===== src/rtl/axi4l_pkg.sv =====
// Shared types and the address-decode helper for the AXI4-Lite register responder.
package axi4l_pkg;

  typedef enum logic [1:0] {
    RESP_OKAY   = 2'b00,
    RESP_SLVERR = 2'b10
  } resp_t;

  typedef enum logic [2:0] {
    W_IDLE    = 3'd0,
    W_WAIT_W  = 3'd1,
    W_WAIT_AW = 3'd2,
    W_ISSUE   = 3'd3,
    W_RESP    = 3'd4
  } wstate_t;

  typedef enum logic [1:0] {
    R_IDLE  = 2'd0,
    R_ISSUE = 2'd1,
    R_DATA  = 2'd2
  } rstate_t;

  localparam int DEC_ADDR_W = 64;
  localparam int DEC_IDX_W  = 32;

  typedef struct packed {
    logic                 in_range;
    logic [DEC_IDX_W-1:0] idx;
  } dec_t;

  // Word index is addr[idx_w+1:2]; in range only if word aligned and nothing set above the window.
  function automatic dec_t addr_decode(input logic [DEC_ADDR_W-1:0] addr, input int idx_w);
    dec_t                  d;
    logic [DEC_ADDR_W-1:0] upper;
    upper      = addr >> (idx_w + 2);
    d.in_range = (addr[1:0] == 2'b00) && (upper == {DEC_ADDR_W{1'b0}});
    d.idx      = addr[DEC_IDX_W+1:2] & ((DEC_IDX_W'(1) << idx_w) - DEC_IDX_W'(1));
    return d;
  endfunction

endpackage


===== src/rtl/axi4l_addr_decode.sv =====
// Combinational range/alignment check and word-index extraction for one AXI channel.
module axi4l_addr_decode
  import axi4l_pkg::*;
#(
  parameter int ADDR_WIDTH    = 32,
  parameter int REG_IDX_WIDTH = 10
) (
  input  logic [ADDR_WIDTH-1:0]    addr,
  output logic                     in_range,
  output logic [REG_IDX_WIDTH-1:0] idx
);

  dec_t dec_s;
  logic unused_s;

  // Widen to the helper's fixed width and decode.
  always_comb begin
    dec_s = addr_decode(DEC_ADDR_W'(addr), REG_IDX_WIDTH);
  end

  assign in_range = dec_s.in_range;
  assign idx      = dec_s.idx[REG_IDX_WIDTH-1:0];
  // Bits above the index are always zero after masking.
  assign unused_s = ^dec_s.idx[DEC_IDX_W-1:REG_IDX_WIDTH];

endmodule


===== src/rtl/axi4l_responder.sv =====
// AXI4-Lite slave turning AW/W/B and AR/R handshakes into single-cycle regpool strobes.
// Build option AXI4L_SLVERR_EN: out-of-range/misaligned accesses answer SLVERR instead of OKAY.
module axi4l_responder
  import axi4l_pkg::*;
#(
  parameter int ADDR_WIDTH    = 32,
  parameter int DATA_WIDTH    = 32,
  parameter int REG_IDX_WIDTH = 10
) (
  input  logic                     clk,
  input  logic                     rstn,
  input  logic [ADDR_WIDTH-1:0]    awaddr,
  input  logic                     awvalid,
  output logic                     awready,
  input  logic [DATA_WIDTH-1:0]    wdata,
  input  logic [DATA_WIDTH/8-1:0]  wstrb,
  input  logic                     wvalid,
  output logic                     wready,
  output logic [1:0]               bresp,
  output logic                     bvalid,
  input  logic                     bready,
  input  logic [ADDR_WIDTH-1:0]    araddr,
  input  logic                     arvalid,
  output logic                     arready,
  output logic [DATA_WIDTH-1:0]    rdata,
  output logic [1:0]               rresp,
  output logic                     rvalid,
  input  logic                     rready,
  output logic                     reg_wen,
  output logic [REG_IDX_WIDTH-1:0] reg_widx,
  output logic [DATA_WIDTH-1:0]    reg_wdata,
  output logic [DATA_WIDTH/8-1:0]  reg_wstrb,
  output logic                     reg_ren,
  output logic [REG_IDX_WIDTH-1:0] reg_ridx,
  input  logic [DATA_WIDTH-1:0]    reg_rdata
);

`ifdef AXI4L_SLVERR_EN
  localparam resp_t ERR_RESP = RESP_SLVERR;
`else
  localparam resp_t ERR_RESP = RESP_OKAY;
`endif

  wstate_t                  w_state_r, w_state_nxt_s;
  logic                     awready_r, awready_nxt_s;
  logic                     wready_r, wready_nxt_s;
  logic                     bvalid_r, bvalid_nxt_s;
  resp_t                    bresp_r, bresp_nxt_s;
  logic                     reg_wen_r, reg_wen_nxt_s;
  logic [REG_IDX_WIDTH-1:0] reg_widx_r, reg_widx_nxt_s;
  logic [DATA_WIDTH-1:0]    reg_wdata_r, reg_wdata_nxt_s;
  logic [DATA_WIDTH/8-1:0]  reg_wstrb_r, reg_wstrb_nxt_s;
  logic [ADDR_WIDTH-1:0]    aw_addr_r, aw_addr_nxt_s;
  logic [DATA_WIDTH-1:0]    w_data_r, w_data_nxt_s;
  logic [DATA_WIDTH/8-1:0]  w_strb_r, w_strb_nxt_s;
  logic [ADDR_WIDTH-1:0]    wr_addr_s;
  logic [DATA_WIDTH-1:0]    wr_data_s;
  logic [DATA_WIDTH/8-1:0]  wr_strb_s;
  logic                     wr_in_range_s;
  logic [REG_IDX_WIDTH-1:0] wr_idx_s;
  logic                     wr_issue_s;

  rstate_t                  r_state_r, r_state_nxt_s;
  logic                     arready_r, arready_nxt_s;
  logic                     rvalid_r, rvalid_nxt_s;
  resp_t                    rresp_r, rresp_nxt_s;
  logic                     reg_ren_r, reg_ren_nxt_s;
  logic [REG_IDX_WIDTH-1:0] reg_ridx_r, reg_ridx_nxt_s;
  logic                     r_ok_r, r_ok_nxt_s;
  logic                     r_first_r, r_first_nxt_s;
  logic [DATA_WIDTH-1:0]    rdata_r, rdata_nxt_s;
  logic [DATA_WIDTH-1:0]    rd_mux_s;
  logic                     rd_in_range_s;
  logic [REG_IDX_WIDTH-1:0] rd_idx_s;

  // A beat captured earlier is used in place of the live bus signal.
  assign wr_addr_s = (w_state_r == W_WAIT_W)  ? aw_addr_r : awaddr;
  assign wr_data_s = (w_state_r == W_WAIT_AW) ? w_data_r  : wdata;
  assign wr_strb_s = (w_state_r == W_WAIT_AW) ? w_strb_r  : wstrb;

  axi4l_addr_decode #(.ADDR_WIDTH(ADDR_WIDTH), .REG_IDX_WIDTH(REG_IDX_WIDTH)) u_wr_dec (
    .addr     (wr_addr_s),
    .in_range (wr_in_range_s),
    .idx      (wr_idx_s)
  );

  axi4l_addr_decode #(.ADDR_WIDTH(ADDR_WIDTH), .REG_IDX_WIDTH(REG_IDX_WIDTH)) u_rd_dec (
    .addr     (araddr),
    .in_range (rd_in_range_s),
    .idx      (rd_idx_s)
  );

  // Write FSM next-state and next values of the registered write-side outputs.
  always_comb begin
    w_state_nxt_s   = w_state_r;
    awready_nxt_s   = 1'b0;
    wready_nxt_s    = 1'b0;
    bvalid_nxt_s    = bvalid_r;
    bresp_nxt_s     = bresp_r;
    reg_wen_nxt_s   = 1'b0;
    reg_widx_nxt_s  = reg_widx_r;
    reg_wdata_nxt_s = reg_wdata_r;
    reg_wstrb_nxt_s = reg_wstrb_r;
    aw_addr_nxt_s   = aw_addr_r;
    w_data_nxt_s    = w_data_r;
    w_strb_nxt_s    = w_strb_r;
    wr_issue_s      = 1'b0;
    case (w_state_r)
      W_IDLE: begin
        if (awvalid && awready_r && wvalid && wready_r) begin
          wr_issue_s = 1'b1;
        end else if (awvalid && awready_r) begin
          aw_addr_nxt_s = awaddr;
          w_state_nxt_s = W_WAIT_W;
          wready_nxt_s  = 1'b1;
        end else if (wvalid && wready_r) begin
          w_data_nxt_s  = wdata;
          w_strb_nxt_s  = wstrb;
          w_state_nxt_s = W_WAIT_AW;
          awready_nxt_s = 1'b1;
        end else begin
          awready_nxt_s = 1'b1;
          wready_nxt_s  = 1'b1;
        end
      end
      W_WAIT_W: begin
        if (wvalid && wready_r) begin
          wr_issue_s = 1'b1;
        end else begin
          wready_nxt_s = 1'b1;
        end
      end
      W_WAIT_AW: begin
        if (awvalid && awready_r) begin
          wr_issue_s = 1'b1;
        end else begin
          awready_nxt_s = 1'b1;
        end
      end
      W_ISSUE, W_RESP: begin
        if (bready) begin
          bvalid_nxt_s  = 1'b0;
          w_state_nxt_s = W_IDLE;
          awready_nxt_s = 1'b1;
          wready_nxt_s  = 1'b1;
        end else begin
          w_state_nxt_s = W_RESP;
        end
      end
      default: begin
        w_state_nxt_s = W_IDLE;
      end
    endcase
    if (wr_issue_s) begin
      w_state_nxt_s   = W_ISSUE;
      bvalid_nxt_s    = 1'b1;
      bresp_nxt_s     = wr_in_range_s ? RESP_OKAY : ERR_RESP;
      reg_wen_nxt_s   = wr_in_range_s;
      reg_widx_nxt_s  = wr_idx_s;
      reg_wdata_nxt_s = wr_data_s;
      reg_wstrb_nxt_s = wr_strb_s;
    end else begin
      reg_wen_nxt_s = 1'b0;
    end
  end

  // Write-side state and output registers.
  always_ff @(posedge clk or negedge rstn) begin
    if (!rstn) begin
      w_state_r   <= W_IDLE;
      awready_r   <= 1'b0;
      wready_r    <= 1'b0;
      bvalid_r    <= 1'b0;
      bresp_r     <= RESP_OKAY;
      reg_wen_r   <= 1'b0;
      reg_widx_r  <= {REG_IDX_WIDTH{1'b0}};
      reg_wdata_r <= {DATA_WIDTH{1'b0}};
      reg_wstrb_r <= {(DATA_WIDTH/8){1'b0}};
      aw_addr_r   <= {ADDR_WIDTH{1'b0}};
      w_data_r    <= {DATA_WIDTH{1'b0}};
      w_strb_r    <= {(DATA_WIDTH/8){1'b0}};
    end else begin
      w_state_r   <= w_state_nxt_s;
      awready_r   <= awready_nxt_s;
      wready_r    <= wready_nxt_s;
      bvalid_r    <= bvalid_nxt_s;
      bresp_r     <= bresp_nxt_s;
      reg_wen_r   <= reg_wen_nxt_s;
      reg_widx_r  <= reg_widx_nxt_s;
      reg_wdata_r <= reg_wdata_nxt_s;
      reg_wstrb_r <= reg_wstrb_nxt_s;
      aw_addr_r   <= aw_addr_nxt_s;
      w_data_r    <= w_data_nxt_s;
      w_strb_r    <= w_strb_nxt_s;
    end
  end

  assign rd_mux_s = r_ok_r ? reg_rdata : {DATA_WIDTH{1'b0}};

  // Read FSM next-state and next values of the registered read-side outputs.
  always_comb begin
    r_state_nxt_s  = r_state_r;
    arready_nxt_s  = 1'b0;
    rvalid_nxt_s   = rvalid_r;
    rresp_nxt_s    = rresp_r;
    reg_ren_nxt_s  = 1'b0;
    reg_ridx_nxt_s = reg_ridx_r;
    r_ok_nxt_s     = r_ok_r;
    r_first_nxt_s  = 1'b0;
    rdata_nxt_s    = rdata_r;
    case (r_state_r)
      R_IDLE: begin
        if (arvalid && arready_r) begin
          r_state_nxt_s  = R_ISSUE;
          reg_ren_nxt_s  = rd_in_range_s;
          reg_ridx_nxt_s = rd_idx_s;
          r_ok_nxt_s     = rd_in_range_s;
          rresp_nxt_s    = rd_in_range_s ? RESP_OKAY : ERR_RESP;
        end else begin
          arready_nxt_s = 1'b1;
        end
      end
      R_ISSUE: begin
        r_state_nxt_s = R_DATA;
        rvalid_nxt_s  = 1'b1;
        r_first_nxt_s = 1'b1;
      end
      R_DATA: begin
        if (r_first_r) begin
          rdata_nxt_s = rd_mux_s;
        end else begin
          rdata_nxt_s = rdata_r;
        end
        if (rready) begin
          rvalid_nxt_s  = 1'b0;
          r_state_nxt_s = R_IDLE;
          arready_nxt_s = 1'b1;
        end else begin
          r_state_nxt_s = R_DATA;
        end
      end
      default: begin
        r_state_nxt_s = R_IDLE;
      end
    endcase
  end

  // Read-side state and output registers.
  always_ff @(posedge clk or negedge rstn) begin
    if (!rstn) begin
      r_state_r  <= R_IDLE;
      arready_r  <= 1'b0;
      rvalid_r   <= 1'b0;
      rresp_r    <= RESP_OKAY;
      reg_ren_r  <= 1'b0;
      reg_ridx_r <= {REG_IDX_WIDTH{1'b0}};
      r_ok_r     <= 1'b0;
      r_first_r  <= 1'b0;
      rdata_r    <= {DATA_WIDTH{1'b0}};
    end else begin
      r_state_r  <= r_state_nxt_s;
      arready_r  <= arready_nxt_s;
      rvalid_r   <= rvalid_nxt_s;
      rresp_r    <= rresp_nxt_s;
      reg_ren_r  <= reg_ren_nxt_s;
      reg_ridx_r <= reg_ridx_nxt_s;
      r_ok_r     <= r_ok_nxt_s;
      r_first_r  <= r_first_nxt_s;
      rdata_r    <= rdata_nxt_s;
    end
  end

  // Regpool data is only valid in the first R_DATA cycle, so it is passed through then and held after.
  assign rdata     = r_first_r ? rd_mux_s : rdata_r;
  assign rresp     = rresp_r;
  assign rvalid    = rvalid_r;
  assign arready   = arready_r;
  assign reg_ren   = reg_ren_r;
  assign reg_ridx  = reg_ridx_r;
  assign awready   = awready_r;
  assign wready    = wready_r;
  assign bvalid    = bvalid_r;
  assign bresp     = bresp_r;
  assign reg_wen   = reg_wen_r;
  assign reg_widx  = reg_widx_r;
  assign reg_wdata = reg_wdata_r;
  assign reg_wstrb = reg_wstrb_r;

endmodule


===== config.mk =====
export PLATFORM = sky130hd
export DESIGN_NAME = axi4l_responder
export DESIGN_NICKNAME = d
export VERILOG_FILES = /design/src/rtl/axi4l_pkg.sv /design/src/rtl/axi4l_addr_decode.sv /design/src/rtl/axi4l_responder.sv
export SDC_FILE = /design/constraint.sdc
export NUM_CORES = 1
export LEC_CHECK = 0
export ABC_AREA = 1
export CAP_MARGIN = 20
export CORE_ASPECT_RATIO = 0.5
export CORE_UTILIZATION = 25
export DETAILED_ROUTE_END_ITERATION = 7
export DONT_BUFFER_PORTS = 1
export GPL_ROUTABILITY_DRIVEN = 0
export PLACE_DENSITY = 0.46
export SLEW_MARGIN = 20
export SYNTH_ARGS = -nofsm -noshare
export SYNTH_HDL_FRONTEND = slang
export SYNTH_HIERARCHICAL = 1
export SYNTH_SLANG_ARGS = --single-unit

===== constraint.sdc =====
create_clock -name clk -period 1.62 [get_ports clk]
set_input_delay 0.243 -clock clk [delete_from_list [all_inputs] [get_ports clk]]
set_output_delay 0.243 -clock clk [all_outputs]
set_load 0.01 [all_outputs]

## Word-level counts from Yosys, hierarchy flattened

Cells that the tools add are included.

- Equality and inequality tests: 11
- Reduce and logical (&&, ||, !) cells: 24
- Muxes and demuxes: 38
- Bitwise logic cells: 2

Operators by type and width:

| operator | number |
|---|---|
| $logic_not 64->1 | 2 |
| $mux 32 | 4 |
| $mux 1 | 19 |
| $mux 3 | 5 |
| $pmux 1 s3 | 3 |
| $pmux 3 s3 | 1 |
| $logic_and 1x1->1 | 7 |
| $eq 3x2->1 const B | 2 |
| $logic_not 2->1 | 3 |
| $pmux 2 s3 | 1 |
| $reduce_and 2->1 | 3 |
| $reduce_and 3->1 | 2 |
| $reduce_bool 2->1 | 3 |
| $mux 2 | 2 |
| $mux 4 | 1 |
| $ne 2x2->1 const B | 2 |
| $ne 4x4->1 const B | 1 |
| $pmux 1 s2 | 2 |
| $reduce_and 4->1 | 1 |
| $reduce_or 2->1 | 2 |
| $eq 3x1->1 const B | 1 |
| $eq 3x3->1 const B | 1 |
| $logic_not 3->1 | 1 |
| $ne 3x3->1 const B | 1 |
| other kinds (4) | 5 |

- Register bits: 170
- Word-level logic and storage cells: 94
- Input bits: 139
- Output and inout port bits: 99

## Depth between registers and ports, before layout

- Word-level depth: 7
- Depth in mapped cells: 14
- Gate-level depth less buffers: 12

## Modules after synthesis

Netlist, hierarchy kept.

By module, submodules not included:

| module | area each (µm²) | sequential area each (µm²) | instances | cells an instance |
|---|---|---|---|---|
| axi4l_responder | 8032.7 | 4254.1 | 1 | 1010 |
| axi4l_addr_decode | 153.9 | 0.0 | 2 | 29 |

## Least setup slack after synthesis

Ideal clock, no wire load.

- Path type: reg-to-reg
- Start: register w_state_r[2]
- End: register reg_wen_r, in the netlist reg_wen
- Setup slack: 0.010 ns
- Period minus slack after synthesis: 1.610 ns
- Arrival: 1.538 ns
- Path buffers: 2
- Setup time: 0.071 ns
- Data required time: 1.549 ns
- Stages on the path, launching flop included: 14
- Cells stage by stage: dfrtp_1 > nor2_1 > nand2_1 > buf_2 > buf_2 > nor2_1 > a21oi_1 > nor2_1 > nand2_1 > nor2_1 > nand2_1 > nor2_2 > inv_1 > nor2_1

- Word-level cells in the longest chain between the ends: 5
- Elaborated cells between the ends (all ways): 9

Ends and longest elaborated chain:

| what | RTL line | source |
|---|---|---|
| start, declared | axi4l_responder.sv:44 | `wstate_t w_state_r, w_state_nxt_s;` |
| start signal, assigned | axi4l_responder.sv:183 | `w_state_r <= w_state_nxt_s;` |
| $eq 3x1->1 | axi4l_responder.sv:77 | `assign wr_addr_s = (w_state_r == W_WAIT_W) ? aw_addr_r : awaddr;` |
| $mux 32 | axi4l_responder.sv:77 |  |
| via wr_addr_s[18] | axi4l_responder.sv:56 | `logic [ADDR_WIDTH-1:0] wr_addr_s;` |
| $logic_not 64->1 | axi4l_pkg.sv:36 | `d.in_range = (addr[1:0] == 2'b00) && (upper == {DEC_ADDR_W{1'b0}});` |
| $logic_and 1x1->1 | axi4l_pkg.sv:36 |  |
| via wr_in_range_s | axi4l_responder.sv:59 | `logic wr_in_range_s;` |
| $mux 1 | axi4l_responder.sv:154 | `if (wr_issue_s) begin` |
| via reg_wen_nxt_s | axi4l_responder.sv:49 | `logic reg_wen_r, reg_wen_nxt_s;` |
| end signal, assigned | axi4l_responder.sv:188 | `reg_wen_r <= reg_wen_nxt_s;` |
| end, declared | axi4l_responder.sv:49 |  |

The timed path passes the listed nets, and every way through them passes these cells.
A chain may end at the register's enable or synchronous reset.

## Final worst setup path

- Start: register r_first_r
- End: output rdata[16]

- Word-level cells in the longest chain between the ends: 1

Ends and longest elaborated chain:

| what | RTL line | source |
|---|---|---|
| start, declared | axi4l_responder.sv:70 | `logic r_first_r, r_first_nxt_s;` |
| start signal, assigned | axi4l_responder.sv:268 | `r_first_r <= r_first_nxt_s;` |
| $mux 32 | -- |  |
| end, declared | axi4l_responder.sv:25 | `output logic [DATA_WIDTH-1:0] rdata,` |

No other way between the ends.

==> summary.md <==
| Metric | Value |
|---|---|
| Synth cell count leaders | `nand2_1 (246), dfrtp_1 (170), nand3_1 (116)` |
| Cell area after synthesis | `8340 µm²` |
| Post-synth top flop | `dfrtp_1` |
| P&R area growth vs syn | `26.00%` |
| Overall Power | `19.35 mW` |
| Post-synth ARST share | `1.000` |
| Top-count cell post-synth | `nand2_1` |
| FF+latch count, synth | `170` |
| Unique masters post-synth | `21` |
| EDFF count, synth | `0` |
| Sequential area share after synthesis | `0.5101` |
| Net Sw Frac | `0.4103` |
| Setup ws final | `-112.6 ps` |
| Total GRT Usage | `0.1486` |
| Layout cells sized above 1 | `0.1134` |
| Hold Buf Count CTS | `78` |
| Clock transition at the registers of the reported paths | `70 ps` |
| Leak Pwr | `5.204 nW` |
| Clock sink total | `170` |
| Skew-Pair Late Insertion Delay | `450 ps` |
| Drt first-iter violations | `427` |
| First-pass GRT wire length | `39.52 mm` |
| TNS Setup | `-2008 ps` |
| Period utilisation layout | `1.069` |
| Chip Width | `260.3 µm` |
| DRC Markers | `0` |
| FP Rows | `46` |
| Area share of the largest cell type after synthesis | `0.5101` |
| Final setup viols | `30` |
| Starting Density | `0.2588` |
| Vias in the first global route | `6934` |
| Final Critical Period | `1733 ps` |
| Post-route cell area | `10510 µm²` |
| CTS tree | `yes` |
| PwrDens | `1842 nW/µm²` |
| Clock H-tree levels | `4` |
| Hold/Removal Path Class | `in2async` |
| CP arrival | `1490 ps` |
| Post-Syn Instances | `1068` |
| Antenna diodes | `0` |
| Hold slack | `-505.2 ps` |
| Final std cells w/o fill | `1570` |
| Critical Path Sink Type | `output port` |
| Area of placed instances | `8848 µm²` |
| P_int | `11.41 mW` |
| Combinational Power Share | `0.408` |
| Root Buffer | `clkbuf_16` |
| HPWL Detailed | `15.96 mm` |
| Pre-antenna DRT Iters | `7` |
| Syn_area_per_cell | `7.809 µm²` |
| Final WL | `25.53 mm` |
| Core box area | `32230 µm²` |
| Worst endpoint required time | `1380 ps` |
| Worst Clk Skew | `13.08 ps` |
| Drt wl/cell | `16.26 µm` |
| Largest net degree at the start of global routing | `171` |
| Maximum VDD drop | `0.8096 mV` |
| Maxcap violations | `0` |
| DP Cell Count | `1452` |
| Cell taking the most area after synthesis | `dfrtp_1` |
| Clock share of power | `0.210` |
| Num CTS Buffers | `17` |
| Failing checks | `negative hold slack, negative setup slack` |
| Input/output buffers | `0` |
| Syn. warnings | `6` |
| Hold Vio Cnt, Final | `170` |
| Setup CP Type | `reg2out` |
| Die ar. | `34140 µm²` |
| Top cells by area, synth | `dfrtp_1 (51%), nand2_1 (11%), nand3_1 (7.0%), o21ai_0 (5.9%), inv_1 (5.0%)` |
| Net Sw Power | `7.942 mW` |
| Status | `finished, violations left` |
| Grt ovf | `0` |
| Initial antenna violation count | `0` |
| Vias per Instance | `4.581` |
| Post-place setup slack | `29.58 ps` |
| RSZ-0062 raised after global routing | `true` |
| Crit start category | `flop` |
| Die height | `131.2 µm` |
| Fmax | `577.2 MHz` |
| Layout Nets | `1264` |
| Max-slew violations | `0` |
| Routed vias | `7192` |
| Maximum fanout along the worst path | `14` |
| Io pins | `238` |
| Share of power burned in registers | `0.382` |
| Clock Path Buffers | `2` |
| ANT nets after route | `0` |
==> power by group through the flow <==
stage	sequential, mW	clock, mW	combinational [mW]
final	7.39	4.06	7.91
after global routing	7.59	4.38	8.93
after CTS	7.39	4.21	7.36
after detailed placement	7.45	0	7.16
after global placement	7.44	0	6.99
after floorplan	7.06	0	5.30
==> critical path: stages (launching register included) <==
cell and delay, ps:
dfrtp_2 520, clkbuf_16 230, nand3_1 90, o21ai_1 210
==> layout make-up <==
type                       count  area, µm²
clock buffer                  22      484.2
clock inverter                10      90.09
fill                        3410      21720
inverter                     111      416.7
multi-input combinational    692       3268
sequential                   170       4255
tap                          432      540.5
timing repair buffer         133       1454
==> kinds of logic after synthesis <==
kind of cell    after synthesis  synth area share
other cells                   1         0.0004496
compound gates              169            0.1017
flops                       170            0.5101
buf+inv                     209            0.1160
simple gates                519            0.2718
==> sequential cells by signal, indices dropped and copies added (netlist names), 4 cells and up <==
| signal | cells |
|---|---|
| aw_addr_r | 32 |
| reg_widx | 10 |
| reg_wstrb | 4 |
| rdata_r | 32 |
| w_strb_r | 4 |
| w_data_r | 32 |
| reg_ridx | 10 |
| reg_wdata | 32 |
==> metal layers <==
| layer | track usage | vias up | share of wire |
|---|---|---|---|
| met5 | 0 | - | 0 |
| met4 | 0.05978 | 0 | 0.026 |
| met3 | 0.03819 | 40 | 0.047 |
| met2 | 0.2497 | 161 | 0.50 |
| met1 | 0.1805 | 3455 | 0.43 |
| li1 | - | 3536 | - |
==> final timing paths <==
| check | endpoint | start | slack [ps] | depth (start not counted) |
|---|---|---|---|---|
| max in group asynchronous | reg_wdata[8] | rstn | 1800 | 0 |
| min in group clk | aw_addr_r[2] | awaddr[2] | 20 | 2 |
| worst min-delay path | aw_addr_r[30] | rstn | -510 | 0 |
| worst min register to register | w_strb_r[2] | w_strb_r[2] | 490 | 2 |
| worst max register to register | reg_wen | w_state_r[0] | 30 | 12 |
| worst max-delay path | rdata[16] | r_first_r | -110 | 3 |
==> through the flow <==
stage	utilization	hold WS (ps)
floorplan	-	-52.59
CTS	0.3166	-534.3
detailed placement	0.2745	-45.36
global placement	0.2745	-45.45
global route	0.3260	-539.2
finish	0.3260	-505.2
==> layout by cell type, fill, tap and decap left out, types with 6 or more instances in the layout <==
cell and count:
a21oi_1 63, buf_12 12, buf_4 32, buf_6 6, clkbuf_16 22, dfrtp_1 169
dlygate4sd3_1 78, inv_1 109, nand2_1 242, nand3_1 108, nand3_2 10, nand4_1 48
nor2_1 95, o21ai_0 65, o21ai_1 24, o21ai_2 14
==> repair_timing <==
action	4_1_cts	5_1_grt
buffers inserted	0	2
hold endpoints to repair	252	170
setup endpoints to repair	32	78
gates resized for setup	7	60
gates cloned	0	6
pin swaps	0	7
(Power assumes the default switching activity.)
